### config.mk
export PLATFORM = sky130hd
export DESIGN_NAME = move_scheduler_flat
export DESIGN_NICKNAME = d
export VERILOG_FILES = /design/src/rtl/move_scheduler_if.sv /design/src/rtl/move_scheduler.sv /design/src/flat_wrapper.sv
export SDC_FILE = /design/constraint.sdc
export NUM_CORES = 1
export LEC_CHECK = 0
export ABC_AREA = 1
export CELL_PAD_IN_SITES_DETAIL_PLACEMENT = 1
export CELL_PAD_IN_SITES_GLOBAL_PLACEMENT = 2
export CORE_UTILIZATION = 42
export CTS_CLUSTER_SIZE = 25
export DETAILED_ROUTE_END_ITERATION = 12
export PLACE_DENSITY = 0.9
export SLEW_MARGIN = 20
export SYNTH_ARGS = -nofsm -noshare
export SYNTH_HDL_FRONTEND = slang
export SYNTH_SLANG_ARGS = --single-unit
### constraint.sdc
create_clock -name CLK -period 17.7 [get_ports CLK]
set_input_delay 2.655 -clock CLK [delete_from_list [all_inputs] [get_ports CLK]]
set_output_delay 2.655 -clock CLK [all_outputs]
set_load 0.03 [all_outputs]
### src/rtl/move_scheduler_if.sv
// Move command handshake between the SPI message handler (master) and the scheduler (slave).
interface move_scheduler_if #(
  parameter int MOVE_W = 64
);
  logic              move_valid;
  logic              move_ready;
  logic              move_dir;
  logic [MOVE_W-1:0] move_duration;
  logic [MOVE_W-1:0] move_increment;
  logic [MOVE_W-1:0] move_incinc;

  modport master (
    output move_valid, move_dir, move_duration, move_increment, move_incinc,
    input  move_ready
  );

  modport slave (
    input  move_valid, move_dir, move_duration, move_increment, move_incinc,
    output move_ready
  );
endinterface

### src/rtl/move_scheduler.sv
// Move FIFO plus IDLE/LOAD/RUN sequencer that paces the stepper accumulator with load and tick strobes.
module move_scheduler #(
  parameter int DEPTH  = 4,
  parameter int MOVE_W = 64,
  parameter int DIV_W  = 24,
  parameter int CNT_W  = $clog2(DEPTH + 1)
) (
  input  logic              CLK,
  input  logic              resetn,
  input  logic              enable,
  input  logic              abort,
  input  logic [DIV_W-1:0]  clock_divisor,
  move_scheduler_if.slave   cmd,
  output logic              step_dir,
  output logic [MOVE_W-1:0] step_increment,
  output logic [MOVE_W-1:0] step_incinc,
  output logic              load,
  output logic              tick,
  output logic              active,
  output logic              move_done,
  output logic              aborted,
  output logic [CNT_W-1:0]  queue_count
);

  localparam int PTR_W = $clog2(DEPTH);
  localparam int ENT_W = 1 + 3 * MOVE_W;

  localparam logic [1:0] IDLE = 2'd0;
  localparam logic [1:0] LOAD = 2'd1;
  localparam logic [1:0] RUN  = 2'd2;

  logic [1:0]        state;
  logic [ENT_W-1:0]  fifo_mem [DEPTH];
  logic [ENT_W-1:0]  head;
  logic [PTR_W-1:0]  wr_ptr;
  logic [PTR_W-1:0]  rd_ptr;
  logic [CNT_W-1:0]  count;
  logic [MOVE_W-1:0] dur_r;
  logic [MOVE_W-1:0] tick_cnt;
  logic [DIV_W-1:0]  div_r;
  logic [DIV_W-1:0]  presc;
  logic              done_r;
  logic              aborted_r;
  logic              push;
  logic              pop;
  logic              tick_w;
  logic              finishing;

  assign cmd.move_ready = (count != CNT_W'(DEPTH));
  assign push           = cmd.move_valid && cmd.move_ready && !abort;
  assign head           = fifo_mem[rd_ptr];

  assign tick_w    = (state == RUN) && (presc == div_r - DIV_W'(1));
  assign finishing = ((state == LOAD) && (dur_r == '0)) ||
                     (tick_w && (tick_cnt == dur_r - MOVE_W'(1)));
  // A new move may start from IDLE or in the same cycle the current one finishes.
  assign pop       = !abort && enable && (count != '0) && ((state == IDLE) || finishing);

  assign queue_count = count;
  assign load        = (state == LOAD);
  assign tick        = tick_w;
  assign active      = (state != IDLE);
  assign move_done   = done_r;
  assign aborted     = aborted_r;

  always_ff @(posedge CLK) begin
    if (push) begin
      fifo_mem[wr_ptr] <= {cmd.move_dir, cmd.move_duration, cmd.move_increment, cmd.move_incinc};
    end
  end

  always_ff @(posedge CLK or negedge resetn) begin
    if (!resetn) begin
      wr_ptr <= '0;
      rd_ptr <= '0;
      count  <= '0;
    end else if (abort) begin
      wr_ptr <= '0;
      rd_ptr <= '0;
      count  <= '0;
    end else begin
      if (push) wr_ptr <= wr_ptr + PTR_W'(1);
      if (pop)  rd_ptr <= rd_ptr + PTR_W'(1);
      case ({push, pop})
        2'b10:   count <= count + CNT_W'(1);
        2'b01:   count <= count - CNT_W'(1);
        default: count <= count;
      endcase
    end
  end

  // Divisor is captured during LOAD, so the first tick lands div cycles after the load strobe.
  always_ff @(posedge CLK or negedge resetn) begin
    if (!resetn) begin
      state          <= IDLE;
      step_dir       <= 1'b0;
      step_increment <= '0;
      step_incinc    <= '0;
      dur_r          <= '0;
      tick_cnt       <= '0;
      div_r          <= DIV_W'(1);
      presc          <= '0;
      done_r         <= 1'b0;
      aborted_r      <= 1'b0;
    end else begin
      done_r    <= finishing && !abort;
      aborted_r <= abort;
      if (abort) begin
        state <= IDLE;
      end else begin
        case (state)
          IDLE: begin
            if (pop) state <= LOAD;
          end
          LOAD: begin
            div_r    <= (clock_divisor == '0) ? DIV_W'(1) : clock_divisor;
            presc    <= '0;
            tick_cnt <= '0;
            if (dur_r == '0) state <= pop ? LOAD : IDLE;
            else             state <= RUN;
          end
          RUN: begin
            if (tick_w) begin
              presc    <= '0;
              tick_cnt <= tick_cnt + MOVE_W'(1);
              if (finishing) state <= pop ? LOAD : IDLE;
            end else begin
              presc <= presc + DIV_W'(1);
            end
          end
          default: state <= IDLE;
        endcase
        if (pop) begin
          {step_dir, dur_r, step_increment, step_incinc} <= head;
        end
      end
    end
  end

endmodule

### src/flat_wrapper.sv
// flat-port wrapper written by rule: the top's interface ports become plain ports
module move_scheduler_flat 
#(
  parameter int DEPTH  = 4,
  parameter int MOVE_W = 64,
  parameter int DIV_W  = 24,
  parameter int CNT_W  = $clog2(DEPTH + 1)
)
  (CLK, resetn, enable, abort, clock_divisor, step_dir, step_increment, step_incinc, load, tick, active, move_done, aborted, queue_count, cmd_move_valid, cmd_move_dir, cmd_move_duration, cmd_move_increment, cmd_move_incinc, cmd_move_ready);
  move_scheduler_if #(.MOVE_W(MOVE_W)) cmd_i ();
  input  logic CLK;
  input  logic resetn;
  input  logic enable;
  input  logic abort;
  input  logic [DIV_W-1:0] clock_divisor;
  output logic step_dir;
  output logic [MOVE_W-1:0] step_increment;
  output logic [MOVE_W-1:0] step_incinc;
  output logic load;
  output logic tick;
  output logic active;
  output logic move_done;
  output logic aborted;
  output logic [CNT_W-1:0] queue_count;
  input wire logic [$bits(cmd_i.move_valid)-1:0] cmd_move_valid;
  input wire logic [$bits(cmd_i.move_dir)-1:0] cmd_move_dir;
  input wire logic [$bits(cmd_i.move_duration)-1:0] cmd_move_duration;
  input wire logic [$bits(cmd_i.move_increment)-1:0] cmd_move_increment;
  input wire logic [$bits(cmd_i.move_incinc)-1:0] cmd_move_incinc;
  output wire logic [$bits(cmd_i.move_ready)-1:0] cmd_move_ready;
  assign cmd_i.move_valid = cmd_move_valid;
  assign cmd_i.move_dir = cmd_move_dir;
  assign cmd_i.move_duration = cmd_move_duration;
  assign cmd_i.move_increment = cmd_move_increment;
  assign cmd_i.move_incinc = cmd_move_incinc;
  assign cmd_move_ready = cmd_i.move_ready;
  move_scheduler #(.DEPTH(DEPTH), .MOVE_W(MOVE_W), .DIV_W(DIV_W), .CNT_W(CNT_W)) u_core (.CLK(CLK), .resetn(resetn), .enable(enable), .abort(abort), .clock_divisor(clock_divisor), .cmd(cmd_i), .step_dir(step_dir), .step_increment(step_increment), .step_incinc(step_incinc), .load(load), .tick(tick), .active(active), .move_done(move_done), .aborted(aborted), .queue_count(queue_count));
endmodule
Word level (Yosys, flattened, before mapping)
Memories as Yosys holds them, arrays and structs flattened. A register that Yosys moved wholly into a read port is not among the register bits.
Cells that the tools add are included.
Word-level totals
  flip-flop bits (word level): 123
  bits in writable memories: 772
  input bits: 222
  output and inout bits: 138
  logic and storage cells: 77
  memories: 1
Memory list
  u_core.fifo_mem: words 4, bits a word 193, read ports 1, clocked after memory_dff 1, write ports 1, line move_scheduler.sv:33  | logic [ENT_W-1:0] fifo_mem [DEPTH];
Operators by class
  $add $sub $neg: 8
  equal/unequal tests: 11
  multiplexer cells: 20
  bitwise gates (word level): 1
  reduce and logical (&&, ||, !) cells: 27
Operators by type and width (number)
  $pmux W64 S2: 1
  $add A64 B1 Y64 const B: 1
  $eq A64 B64 Y1: 1
  $logic_not A64 Y1: 1
  $mux W64: 1
  $sub A64 B1 Y64 const B: 1
  $mux W24: 2
  $pmux W24 S2: 1
  $add A24 B1 Y24 const B: 1
  $eq A24 B24 Y1: 1
  $logic_not A24 Y1: 1
  $sub A24 B1 Y24 const B: 1
  $mux W2: 9
  $logic_and A1 B1 Y1: 9
  $ne A3 B2 Y1 const B: 3
  $reduce_bool A2 Y1: 4
  $pmux W2 S3: 1
  $pmux W3 S2: 1
  $reduce_and A2 Y1: 3
  $reduce_and A3 Y1: 2
  $reduce_bool A3 Y1: 2
  $add A2 B1 Y2 const B: 2
  $eq A2 B1 Y1 const B: 2
  $eq A2 B2 Y1 const B: 2
  10 further kinds: 14

Depth between registers and ports, before layout
Gate-level depths: netlist of the first run.
  depth in word-level cells: 12
  gate-level depth with buffers: 26
  depth with buffers taken out: 26

Worst setup path after synthesis of the first run
OpenSTA, ideal clock, no wires.
  path type: input-to-reg
  start point: input port cmd_move_valid
  end point: memory u_core.fifo_mem[0][0] (netlist name) (enable)
  library setup time: 749 ps
  data arrival time: 10994 ps
  data required time: 16951 ps
  setup slack: 5957 ps
  stages: 4
  path buffers: 0
  cells stage by stage: nand2_1 > nor2_1 > inv_1 > nor2_1
On the way
  longest elaborated chain between the ends: 4
Ends and longest elaborated chain
  start, declared: line flat_wrapper.sv:25  | input wire logic [$bits(cmd_i.move_valid)-1:0] cmd_move_valid;
  $logic_and A1 B1 Y1 (2 in a row): line move_scheduler.sv:50  | assign push = cmd.move_valid && cmd.move_ready && !abort;
  $mux W1: line move_scheduler.sv:67  | if (push) begin
  $mux W1 (implied by the code): line move_scheduler.sv:68  | fifo_mem[wr_ptr] <= {cmd.move_dir, cmd.move_duration, cmd.move_increment, cmd.move_incinc};
  end, declared: line move_scheduler.sv:33
Every way passes these cells.

Final worst setup path of the first run
  start point: input port abort
  end point: memory u_core.fifo_mem[3][164] (netlist name) (enable)
On the way
  longest elaborated chain between the ends: 4
Ends and longest elaborated chain
  start, declared: line flat_wrapper.sv:14  | input logic abort;
  $logic_not A1 Y1: line move_scheduler.sv:50
  $logic_and A1 B1 Y1: line move_scheduler.sv:50
  $mux W1: line move_scheduler.sv:67
  $mux W1 (implied by the code): line move_scheduler.sv:68
Every way passes these cells.

==> results of run 1 <==
-- logic make-up after synthesis --
group	Yosys count
compound gates	744
xor+xnor	132
fa+ha+maj	13
buf+inv	421
flops	1088
simple gates	2084
-- layer usage --
layer | global-route usage, % | up-vias
met1 | 31.44 | 17460
met3 | 6.076 | 277
met2 | 42.07 | 741
li1 | - | 16200
met4 | 8.021 | 54
met5 | 0 | -
-- cell type report --
class / instances / area (µm²)
Clock inverter: 69 / 674.4
Fill cell: 11940 / 55060
Antenna cell: 11 / 27.53
Multi-Input combinational cell: 2973 / 14650
Inverter: 225 / 859.6
Clock buffer: 146 / 3123
Sequential cell: 1088 / 31100
Tap cell: 1488 / 1862
Timing Repair Buffer: 392 / 3929
-- Yosys cell counts, types with 7 or more instances --
master                     instances  area (µm²)
sky130_fd_sc_hd__nand2_1        1295        4861
sky130_fd_sc_hd__edfxtp_1        772       23180
sky130_fd_sc_hd__nor2_1          453        1700
sky130_fd_sc_hd__dfrtp_1         315        7883
sky130_fd_sc_hd__inv_1           213       799.5
sky130_fd_sc_hd__o21ai_0         192       960.9
sky130_fd_sc_hd__a21oi_1         163       815.8
sky130_fd_sc_hd__clkbuf_1        146       548.0
sky130_fd_sc_hd__a32o_1          143        1431
sky130_fd_sc_hd__o21ai_1         137       685.7
sky130_fd_sc_hd__nand3_1         122       610.6
sky130_fd_sc_hd__xor2_1           98       858.3
sky130_fd_sc_hd__nor3_1           54       270.3
sky130_fd_sc_hd__nand4_1          51       319.1
sky130_fd_sc_hd__o22ai_1          51       319.1
sky130_fd_sc_hd__xnor2_1          32       280.3
sky130_fd_sc_hd__o31ai_1          30       225.2
sky130_fd_sc_hd__nand3b_1         27       202.7
sky130_fd_sc_hd__buf_2            24       120.1
sky130_fd_sc_hd__nor4_1           23       143.9
sky130_fd_sc_hd__buf_6            17       191.4
sky130_fd_sc_hd__nor2_2           16       100.1
sky130_fd_sc_hd__nor2_4           14       157.7
sky130_fd_sc_hd__ha_1             12       150.1
sky130_fd_sc_hd__nand2_2          11       68.82
sky130_fd_sc_hd__inv_2            10       37.54
sky130_fd_sc_hd__buf_1             7       26.28
-- sequential cells by signal, indices dropped and copies added (netlist names) --
register	count
u_core.step_incinc	64
u_core.queue_count	3
u_core.wr_ptr	2
u_core.step_dir	1
u_core.rd_ptr	2
u_core.tick_cnt	64
u_core.div_r	24
u_core.step_increment	64
u_core.move_done	1
u_core.dur_r	64
u_core.fifo_mem	772
u_core.state	2
u_core.aborted	1
u_core.presc	24
-- power groups by stage --
| stage | clock, µW | combinational (µW) | sequential [µW] |
|---|---|---|---|
| 2_1_floorplan | 0 | 1150 | 3590 |
| 3_3_place_gp | 0 | 2120 | 3400 |
| 3_5_place_dp | 0 | 2190 | 3410 |
| 4_1_cts | 2450 | 2210 | 3370 |
| 5_1_grt | 2540 | 2420 | 3400 |
| 6_report | 2410 | 2200 | 3370 |
-- critical path: cells and delay by family --
kind	cells	cell delay, ns
buffers and inverters	6	3.65
and+or+nand+nor	2	0.39
-- through the flow --
step | area, µm² | hold WS [ns]
global route | 56220 | 0.5207
floorplan | 47450 | 0.4719
detailed placement | 52350 | 0.4759
global placement | 52350 | 0.4649
finish | 56220 | 0.4899
CTS | 56150 | 0.4951
-- worst max-delay path by stage --
stage                              start                                 to  cells after the start
final                              abort  u_core.fifo_mem[3][164]$_DFFE_PP_                      8
after global routing               abort  u_core.fifo_mem[3][164]$_DFFE_PP_                      8
after CTS                          abort  u_core.fifo_mem[3][163]$_DFFE_PP_                      8
after detailed placement           abort  u_core.fifo_mem[3][163]$_DFFE_PP_                      8
after global placement             abort  u_core.fifo_mem[3][164]$_DFFE_PP_                      8
after floorplan           cmd_move_valid    u_core.fifo_mem[0][0]$_DFFE_PP_                      4
==> reports/metrics.yaml, run 1 <==
result_of_the_run: "complete, no violations"
final_util_pct: 50.53
avgViaCountPerCell: 5.434
drtIter0Drc: 2342
met1_length_um: 60530
synthesis.area_um2: 47450
reg_to_reg_setup_timing_slack_ns: 13.06
core_um2: 111300
placed_cells: 6164
slowest_stage: "sky130_fd_sc_hd__buf_4"
cp_common_cell: "sky130_fd_sc_hd__buf_4"
net-switching-power_uw: 2787
worstRegToRegCells: 10
mostFrequentLayoutCell: "sky130_fd_sc_hd__nand2_1"
final-instance-count-excl-fill: 6392
fp.dieArea_um2: 114300
io_buffers: 359
cts-hold-fix-buffers: 0
grt_pass1_vias: 36890
grt_max_degree: 203
report.final.slew_viol_count: 0
internal_power_uw: 5191
fp-row-count: 122
area.growth.synth_to_final_pct: 18.50
grt_use_total_pct: 24.94
grt_first_pass_wirelength_um: 220800
cp_data_arrival_time_ns: 6.85
post_synth_and_or_nand_nor_area_fraction_pct: 18.12
drive_gt1_share_pct: 6.009
postSynth.asyncResetShare_pct: 29.04
drt-wirelength-per-cell_um: 22.49
setup_violations: 0
dr.max_layer_used: "met5"
yosys.cell_types.count: 53
timing.hold.worst.class: "reg2reg"
sequential_power_share_pct: 42.2
cts_max_level: 3
postSynthCellCount: 4482
seq_area_frac_synth_pct: 65.53
io_pins: 360
cts.repair_timing.setup_buffer_count: 0
die_w_um: 338.1
drt_pre_antenna_iters: 5
ys_seq_elements: 1088
hold_path_cells: 2
final.setup.worst_slack_ns: 11.12
power.density_nw_per_um2: 141.9
worstPathRequired_ns: 17.97
preCtsSetupSlack_ns: 10.40
regToRegStartpoint: "u_core.queue_count[1]$_DFFE_PN0P_"
clock_buffer_count_from_cts: 114
share_comb_of_total_power_pct: 27.6
fmax_ghz: 0.1519
postSynthAreaPerCell_um2: 10.59
synth-edff-count: 772
worstPathMaxFanout: 59
syn_nets: 4717
worstSkewPairLatency_ns: 0.73
mostFrequentLayoutCells: "sky130_fd_sc_hd__nand2_1, sky130_fd_sc_hd__edfxtp_1, sky130_fd_sc_hd__nor2_1"
synth_warnings: 0
yosys.area_share.adder_pct: 0.3586
clock_tree_from_tritoncts: "yes"
p_clk_share_pct: 30.2
max_slew_margin_pct: 15.65
share_of_the_synthesized_netlist_area_taken_by_xor_and_xnor_gates_pct: 2.495
slowest_delay_ns: 0.84
max_cap_viols: 0
fin_hold_viols: 0
worst_slew_pin_slew_ns: 1.265
cts.reportedPaths.clkPinSlew_ns: 0.06
power.static_leakage_uw: 0.02133
route.met2.wl_um: 70210
hold_end: "u_core.step_incinc[12]$_DFFE_PN0P_"
num_vias: 34730
timing.final.crit_share_pct: 37.18
mux_contribution_to_synthesized_area_pct: 0
cts.root.buffer_cell: "sky130_fd_sc_hd__clkbuf_16"
setup_repair_after_global_routing_missed_its_margin: "false"
route.detailed.drc: 0
antenna_found_initial: 39
maximum_count_of_clock_buffers_along_a_single_path: 3
gp_congestion: 0.9305
timing.critical_path.cells: "clkdlybuf4s50_1 -> nor2_1 -> inv_1 -> nor2_4 -> buf_4 -> buf_4 -> buf_4 -> buf_4"
synth_top_family_by_area: "simple AND/OR/NAND/NOR gates"
wl_met3_um: 8338
timing_worst_setup_path_type: "in2reg"
hp-start: "u_core.step_incinc[12]$_DFFE_PN0P_"
clock_sink_count: 1088
postCtsResizedCells: 0
initial_utilization_pct: 42.64
synth_compound_gate_area_share_pct: 9.818
yosys_most_used_dff: "sky130_fd_sc_hd__edfxtp_1"
period_minus_slack_ns: 6.581
start_kind: "primary input"
finalWirelength_um: 143800
post-dp-hpwl_um: 94650
finalClockSkew_ns: 0.09397
fin_nets: 5029
die_height_um: 338.1
power.share.switching_pct: 34.93
ir_drop_mv: 0.1176
tns_setup_ns: 0
gr-total-overflow: 0
endpoint_kind: "register"
final_antenna_net_count: 0
power_consumption_uw: 7978
rr_endpoint: "u_core.fifo_mem[3][164]$_DFFE_PP_"
Note: power is estimated with default switching activity, not from simulation.
==> run 2, diff against run 1 <==
- CORE_UTILIZATION: 42 -> 39
- PLACE_DENSITY: 0.9 -> 0.84
- clock period: 17.7 -> 6.2 ns (I/O delays scaled with it)
==> run 2 against run 1 <==
  * Final cell count grew 2.1%
  * First-iteration DRC count shrank 7.7%
  * Wire length grew 0.56%
==> reports/metrics.yaml, run 2 (synthesized netlist as in run 1, its figures left out) <==
finalClockSkew_ns: 0.05374  # -0.04023 ns
registers.top_by_ff_count: "u_core.fifo_mem"
cts_max_level: 3  # unchanged
power.static_leakage_uw: 0.02141  # +0.36%
fmax_ghz: 0.2054
die_height_um: 350.8  # +3.8%
cts-hold-fix-buffers: 0  # unchanged
gp_congestion: 0.9201  # -1.1%
post-dp-hpwl_um: 97700  # +3.2%
worst_slew_pin_slew_ns: 1.020  # -0.2457 ns
drtIter0Drc: 2162  # -7.7%
ir_drop_mv: 0.3000  # +160%
timing.hold.worst.class: "in2async"
avgViaCountPerCell: 5.279  # -2.8%
cts.root.buffer_cell: "sky130_fd_sc_hd__clkbuf_16"
finalWirelength_um: 144600  # +0.56%
result_of_the_run: "complete, no violations"
drive_gt1_share_pct: 5.917  # -0.091 points
cell_area_after_layout_um2: 56590  # +0.66%
antenna_found_initial: 38  # -2.6%
mostFrequentLayoutCell: "sky130_fd_sc_hd__nand2_1"
fp-row-count: 127  # +4.1%
cp_data_arrival_time_ns: 3.94  # -2.91 ns
area.growth.synth_to_final_pct: 19.28
max_slew_margin_pct: 32.03  # +16 points
max_cap_viols: 0  # unchanged
final_antenna_net_count: 0  # unchanged
report.final.slew_viol_count: 0  # unchanged
clock_tree_from_tritoncts: "yes"
clock_buffer_count_from_cts: 115  # +0.88%
drt-wirelength-per-cell_um: 22.15  # -1.5%
postCtsResizedCells: 0  # unchanged
cts.reportedPaths.clkPinSlew_ns: 0.06  # about the same
worstSkewPairLatency_ns: 0.73  # about the same
final_util_pct: 47.05  # -3.5 points
grt_max_degree: 158  # -22%
gr-total-overflow: 0  # unchanged
die_w_um: 350.8  # +3.8%
drt_pre_antenna_iters: 5  # unchanged
endpoint_kind: "output pin"
core_um2: 120300  # +8.1%
timing_worst_setup_path_type: "reg2out"
clock_sink_count: 1088  # unchanged
io_pins: 360  # unchanged
grt_pass1_vias: 36050  # -2.3%
setup_violations: 0  # unchanged
fin_hold_viols: 0  # unchanged
num_vias: 34450  # -0.82%
timing.final.crit_share_pct: 78.52
power.density_nw_per_um2: 405.8  # +190%
io_buffers: 359  # unchanged
largest_register_ff_count: 772  # unchanged
fp.dieArea_um2: 123100  # +7.6%
place_area_um2: 52660  # +0.58%
initial_utilization_pct: 39.44  # -3.2 points
period_minus_slack_ns: 4.868
worstPathMaxFanout: 6  # -90%
grt_use_total_pct: 23.37  # -1.6 points
cts.repair_timing.setup_buffer_count: 0  # unchanged
grt_first_pass_wirelength_um: 220000  # -0.38%
fin_nets: 5033  # +0.080%
route.detailed.drc: 0  # unchanged
mostFrequentLayoutCells: "sky130_fd_sc_hd__nand2_1, sky130_fd_sc_hd__edfxtp_1, sky130_fd_sc_hd__nor2_1"
maximum_count_of_clock_buffers_along_a_single_path: 3  # unchanged
setup_repair_after_global_routing_missed_its_margin: "false"
start_kind: "register"
worstPathRequired_ns: 5.27  # -12.70 ns
run 2: worst paths after layout:
kind | cells past startpoint | startpoint | to | slack [ns]
max | 12 | u_core.div_r[4]$_DFFE_PN0P_ | tick | 1.33
min | 1 | resetn | u_core.dur_r[50]$_DFFE_PN0P_ | 0.21
max reg2reg | 19 | u_core.dur_r[0]$_DFFE_PN0P_ | u_core.dur_r[35]$_DFFE_PN0P_ | 1.57
min reg2reg | 2 | u_core.step_incinc[36]$_DFFE_PN0P_ | u_core.step_incinc[36]$_DFFE_PN0P_ | 0.49
max in group asynchronous | 2 | resetn | u_core.step_incinc[35]$_DFFE_PN0P_ | 4.67
min in group CLK | 2 | u_core.step_incinc[36]$_DFFE_PN0P_ | u_core.step_incinc[36]$_DFFE_PN0P_ | 0.49
run 2: report_power, final:
part,internal [µW],leakage [µW],switching (µW)
Sequential,8760,0.0111,810
Clock,4080,0.00190,3000
Combinational,2140,0.00841,4170
run 2: routing by layer:
layer / GRT usage [%] / vias to the layer above / wire length (µm) / part of all wire, %
li1: - / 16200 / - / -
met1: 30.77 / 17380 / 63010 / 44
met2: 38.89 / 610 / 69910 / 48
met3: 5.457 / 218 / 8111 / 5.6
met4: 5.730 / 42 / 3222 / 2.2
met5: 0 / - / 301 / 0.21
run 2: worst max-delay path: stages, from the launching register on:
cell and delay (ns):
sky130_fd_sc_hd__dfrtp_1 0.42, sky130_fd_sc_hd__nor2_1 0.24, sky130_fd_sc_hd__nand2_1 0.16, sky130_fd_sc_hd__nor2_2 0.26
sky130_fd_sc_hd__nand2_1 0.19, sky130_fd_sc_hd__inv_2 0.11, sky130_fd_sc_hd__nand3_1 0.06, sky130_fd_sc_hd__nand2_1 0.09
sky130_fd_sc_hd__nand2_1 0.08, sky130_fd_sc_hd__nor2_1 0.14, sky130_fd_sc_hd__nand3_1 0.12, sky130_fd_sc_hd__nor3_1 0.54
sky130_fd_sc_hd__clkdlybuf4s50_1 0.80
run 2: area by class of cell:
class                      count  area (µm²)
antenna                       12       30.03
clock inverter                68       764.5
tap                         1612        2017
sequential                  1088       31100
fill                       13070       63700
multi-input combinational   2973       14650
clock buffer                 152        3138
timing repair buffer         395        4035
inverter                     225       859.6
run 2: metrics by stage:
stage / hold WS, ns / power, µW / setup WS, ns / instances / setup TNS, ns
after floorplan: 0.4719 / 13490 / -0.6427 / 4482 / -496.14
after global placement: 0.4639 / 15860 / 1.537 / 6293 / 0
after detailed placement: 0.4784 / 16020 / 1.506 / 6293 / 0
after CTS: 0.2267 / 23170 / 1.296 / 6513 / 0
after global routing: 0.2492 / 24100 / 0.9807 / 6522 / 0
final: 0.2115 / 22970 / 1.332 / 6525 / 0
==> run 3, diff against run 2 <==
- CORE_UTILIZATION: 39 -> 35
- PLACE_DENSITY: 0.84 -> 0.8
- clock period: 6.2 -> 4 ns (I/O delays scaled with it)
==> run 3 against run 2 <==
  * Sequential share of layout area down 1.3 points
  * Wire length grew 2.3%
  * Sequential power increased by 55%
  * Global-route usage down 1.9 points
  * Combinational power grew 62%
  * Critical endpoint is now u_core.step_increment[61]$_DFFE_PN0P_
  * Critical path depth up 9
==> reports/metrics.yaml, run 3 (synthesized netlist as in run 1, its figures left out) <==
timing.hold.worst.class: "in2reg"
worstPathRequired_ns: 4.57  # -0.70 ns
clock_tree_from_tritoncts: "yes"
worstPathMaxFanout: 102  # +96
io_pins: 360  # unchanged
cts.reportedPaths.clkPinSlew_ns: 0.06  # about the same
setup_violations: 0  # unchanged
initial_utilization_pct: 35.42  # -4.0 points
max_cap_viols: 0  # unchanged
timing_worst_setup_path_type: "reg2reg"
fp.dieArea_um2: 137000  # +11%
result_of_the_run: "complete, no violations"
startpoint_of_the_most_critical_setup_path: "u_core.dur_r[0]$_DFFE_PN0P_"
registers.top_by_ff_count: "u_core.fifo_mem"
post-dp-hpwl_um: 103700  # +6.2%
drt_pre_antenna_iters: 5  # unchanged
core_um2: 134000  # +11%
drtIter0Drc: 2025  # -6.3%
timing.final.crit_share_pct: 93.90
place_area_um2: 53790  # +2.2%
preCtsSetupSlack_ns: 0.2084  # -1.298 ns
max_slew_margin_pct: 34.21  # +2.2 points
mostFrequentLayoutCells: "sky130_fd_sc_hd__nand2_1, sky130_fd_sc_hd__edfxtp_1, sky130_fd_sc_hd__nor2_1"
ir_drop_mv: 0.4833  # +61%
die_w_um: 370.2  # +5.5%
p_clk_share_pct: 31.3  # +0.5 points
storage_cell_area_um2: 31100  # about the same
cts.repair_timing.setup_buffer_count: 0  # unchanged
net-switching-power_uw: 12510  # +57%
area.growth.synth_to_final_pct: 22.13
final.setup.worst_slack_ns: 0.2439  # -1.088 ns
worstRegToRegCells: 21  # +2
rr_endpoint: "u_core.step_increment[61]$_DFFE_PN0P_"
finalClockSkew_ns: 0.06712  # +0.01337 ns
clock_sink_count: 1088  # unchanged
cell_area_after_layout_um2: 57940  # +2.4%
antenna_found_initial: 41  # +7.9%
drive_gt1_share_pct: 7.613  # +1.7 points
maximum_count_of_clock_buffers_along_a_single_path: 3  # unchanged
final_antenna_net_count: 0  # unchanged
fin_nets: 5108  # +1.5%
fmax_ghz: 0.2662
fp-row-count: 134  # +5.5%
drt-wirelength-per-cell_um: 21.88  # -1.3%
grt_first_pass_wirelength_um: 224700  # +2.2%
report.final.slew_viol_count: 0  # unchanged
hold_end: "u_core.div_r[16]$_DFFE_PN0P_"
clock_buffer_count_from_cts: 118  # +2.6%
finalWirelength_um: 147900  # +2.3%
share_comb_of_total_power_pct: 28.1  # +0.6 points
grt_pass1_vias: 36580  # +1.4%
grt_use_total_pct: 21.44  # -1.9 points
die_height_um: 370.2  # +5.5%
fin_hold_viols: 0  # unchanged
power.density_nw_per_um2: 628.5  # +55%
reg_to_reg_setup_timing_slack_ns: 0.24  # -1.33 ns
avgViaCountPerCell: 5.113  # -3.2%
multi_input_area_um2: 14690  # +0.26%
start_kind: "register"
cp_data_arrival_time_ns: 4.33  # +0.39 ns
power.static_leakage_uw: 0.02199  # +2.7%
period_minus_slack_ns: 3.756
cts_max_level: 3  # unchanged
regToRegStartpoint: "u_core.dur_r[0]$_DFFE_PN0P_"
filler_cell_count: 14560  # +11%
hold_path_cells: 3
setup_repair_after_global_routing_missed_its_margin: "false"
largest_register_ff_count: 772  # unchanged
hp-start: "clock_divisor[16]"
gr-total-overflow: 0  # unchanged
worst_slew_pin_slew_ns: 0.9869  # -0.03263 ns
endpoint_kind: "register"
io_buffers: 359  # unchanged
mostFrequentLayoutCell: "sky130_fd_sc_hd__nand2_1"
gp_congestion: 0.8921  # -3.0%
internal_power_uw: 23900  # +59%
route.detailed.drc: 0  # unchanged
power.share.switching_pct: 34.36  # -0.36 points
cts.root.buffer_cell: "sky130_fd_sc_hd__clkbuf_16"
sequential_power_share_pct: 40.6  # -1.1 points
grt_max_degree: 157  # -0.63%
num_vias: 34570  # +0.35%
worstSkewPairLatency_ns: 0.75  # +0.02 ns
-- run 3: cell count changes in the layout (fill, tap and decap cells not counted), sizes merged --
cell           before  now
buf                37  108
bufinv             12   16
clkbuf            152  156
clkinv             48   51
diode              12   15
inv               227  224
clkinvlp            6    4
clkdlybuf4s50     358  357
dlygate4sd3         0    1
-- run 3: critical path, stage by stage, from the launching register on --
cell                      delay (ns)
sky130_fd_sc_hd__dfrtp_1        0.40
sky130_fd_sc_hd__inv_1          0.13
sky130_fd_sc_hd__ha_1           0.22
sky130_fd_sc_hd__nand2_2        0.14
sky130_fd_sc_hd__nor2_8         0.25
sky130_fd_sc_hd__nand2_4        0.11
sky130_fd_sc_hd__nor2_4         0.27
sky130_fd_sc_hd__nand3_1        0.11
sky130_fd_sc_hd__nand2_1        0.18
sky130_fd_sc_hd__nand2_1        0.08
sky130_fd_sc_hd__inv_1          0.08
sky130_fd_sc_hd__nand2_1        0.06
sky130_fd_sc_hd__nor2_1         0.10
sky130_fd_sc_hd__nand2_1        0.07
sky130_fd_sc_hd__nor2_1         0.21
sky130_fd_sc_hd__nand3_1        0.17
sky130_fd_sc_hd__nand3_2        0.13
sky130_fd_sc_hd__buf_12         0.12
sky130_fd_sc_hd__nand2_8        0.08
sky130_fd_sc_hd__buf_12         0.21
sky130_fd_sc_hd__nand2_1        0.17
sky130_fd_sc_hd__o21ai_1        0.10
-- run 3: how the worst max path moves through the flow --
| stage | end | cells after the start |
|---|---|---|
| 6_report | u_core.step_increment[61]$_DFFE_PN0P_ | 21 |
| 5_1_grt | u_core.step_increment[61]$_DFFE_PN0P_ | 21 |
| 4_1_cts | tick | 12 |
| 3_5_place_dp | u_core.state[1]$_DFFE_PN0P_ | 20 |
| 3_3_place_gp | u_core.state[1]$_DFFE_PN0P_ | 19 |
| 2_1_floorplan | u_core.fifo_mem[0][0]$_DFFE_PP_ | 6 |
-- run 3: layer usage --
layer | share of wire, % | up-vias | routed length, µm | global-route usage (%)
li1 | - | 16350 | - | -
met1 | 44 | 17370 | 65430 | 27.92
met2 | 48 | 586 | 71500 | 35.96
met3 | 4.8 | 221 | 7032 | 4.192
met4 | 2.5 | 42 | 3652 | 6.429
met5 | 0.19 | - | 288 | 0
-- run 3: final cells by class --
type,count,area share (%)
Sequential cell,1088,53.67
Timing Repair Buffer,467,8.534
Clock inverter,70,1.512
Tap cell,1768,3.818
Inverter,225,1.488
Multi-Input combinational cell,2973,25.35
Antenna cell,15,0.06478
Clock buffer,155,5.560
-- run 3: power by group through the flow --
stage	clock network, µW	logic, µW	registers [µW]
6_report	11400	10200	14800
5_1_grt	12000	11200	14900
4_1_cts	11600	10300	14800
3_5_place_dp	0	10300	15000
3_3_place_gp	0	10100	14900
2_1_floorplan	0	5100	15800
-- run 3: timing repair --
action,CTS,global route
hold endpoints to repair,69,0
hold buffers,1,0
setup endpoints to repair,1,3
gates cloned,0,0
gates resized for setup,3,3
-- run 3: through the flow --
stage / hold slack, ns / utilization, % / setup TNS, ns / std cells / power, µW
2_1_floorplan: 0.3044 / - / -185.66 / 4482 / 20890
3_3_place_gp: 0.4663 / 40.16 / 0 / 6520 / 25040
3_5_place_dp: 0.4766 / 40.16 / 0 / 6520 / 25240
4_1_cts: 0.3876 / 43.23 / 0 / 6746 / 36750
5_1_grt: 0.4329 / 43.25 / 0 / 6756 / 38160
6_report: 0.4452 / 43.25 / 0 / 6761 / 36420
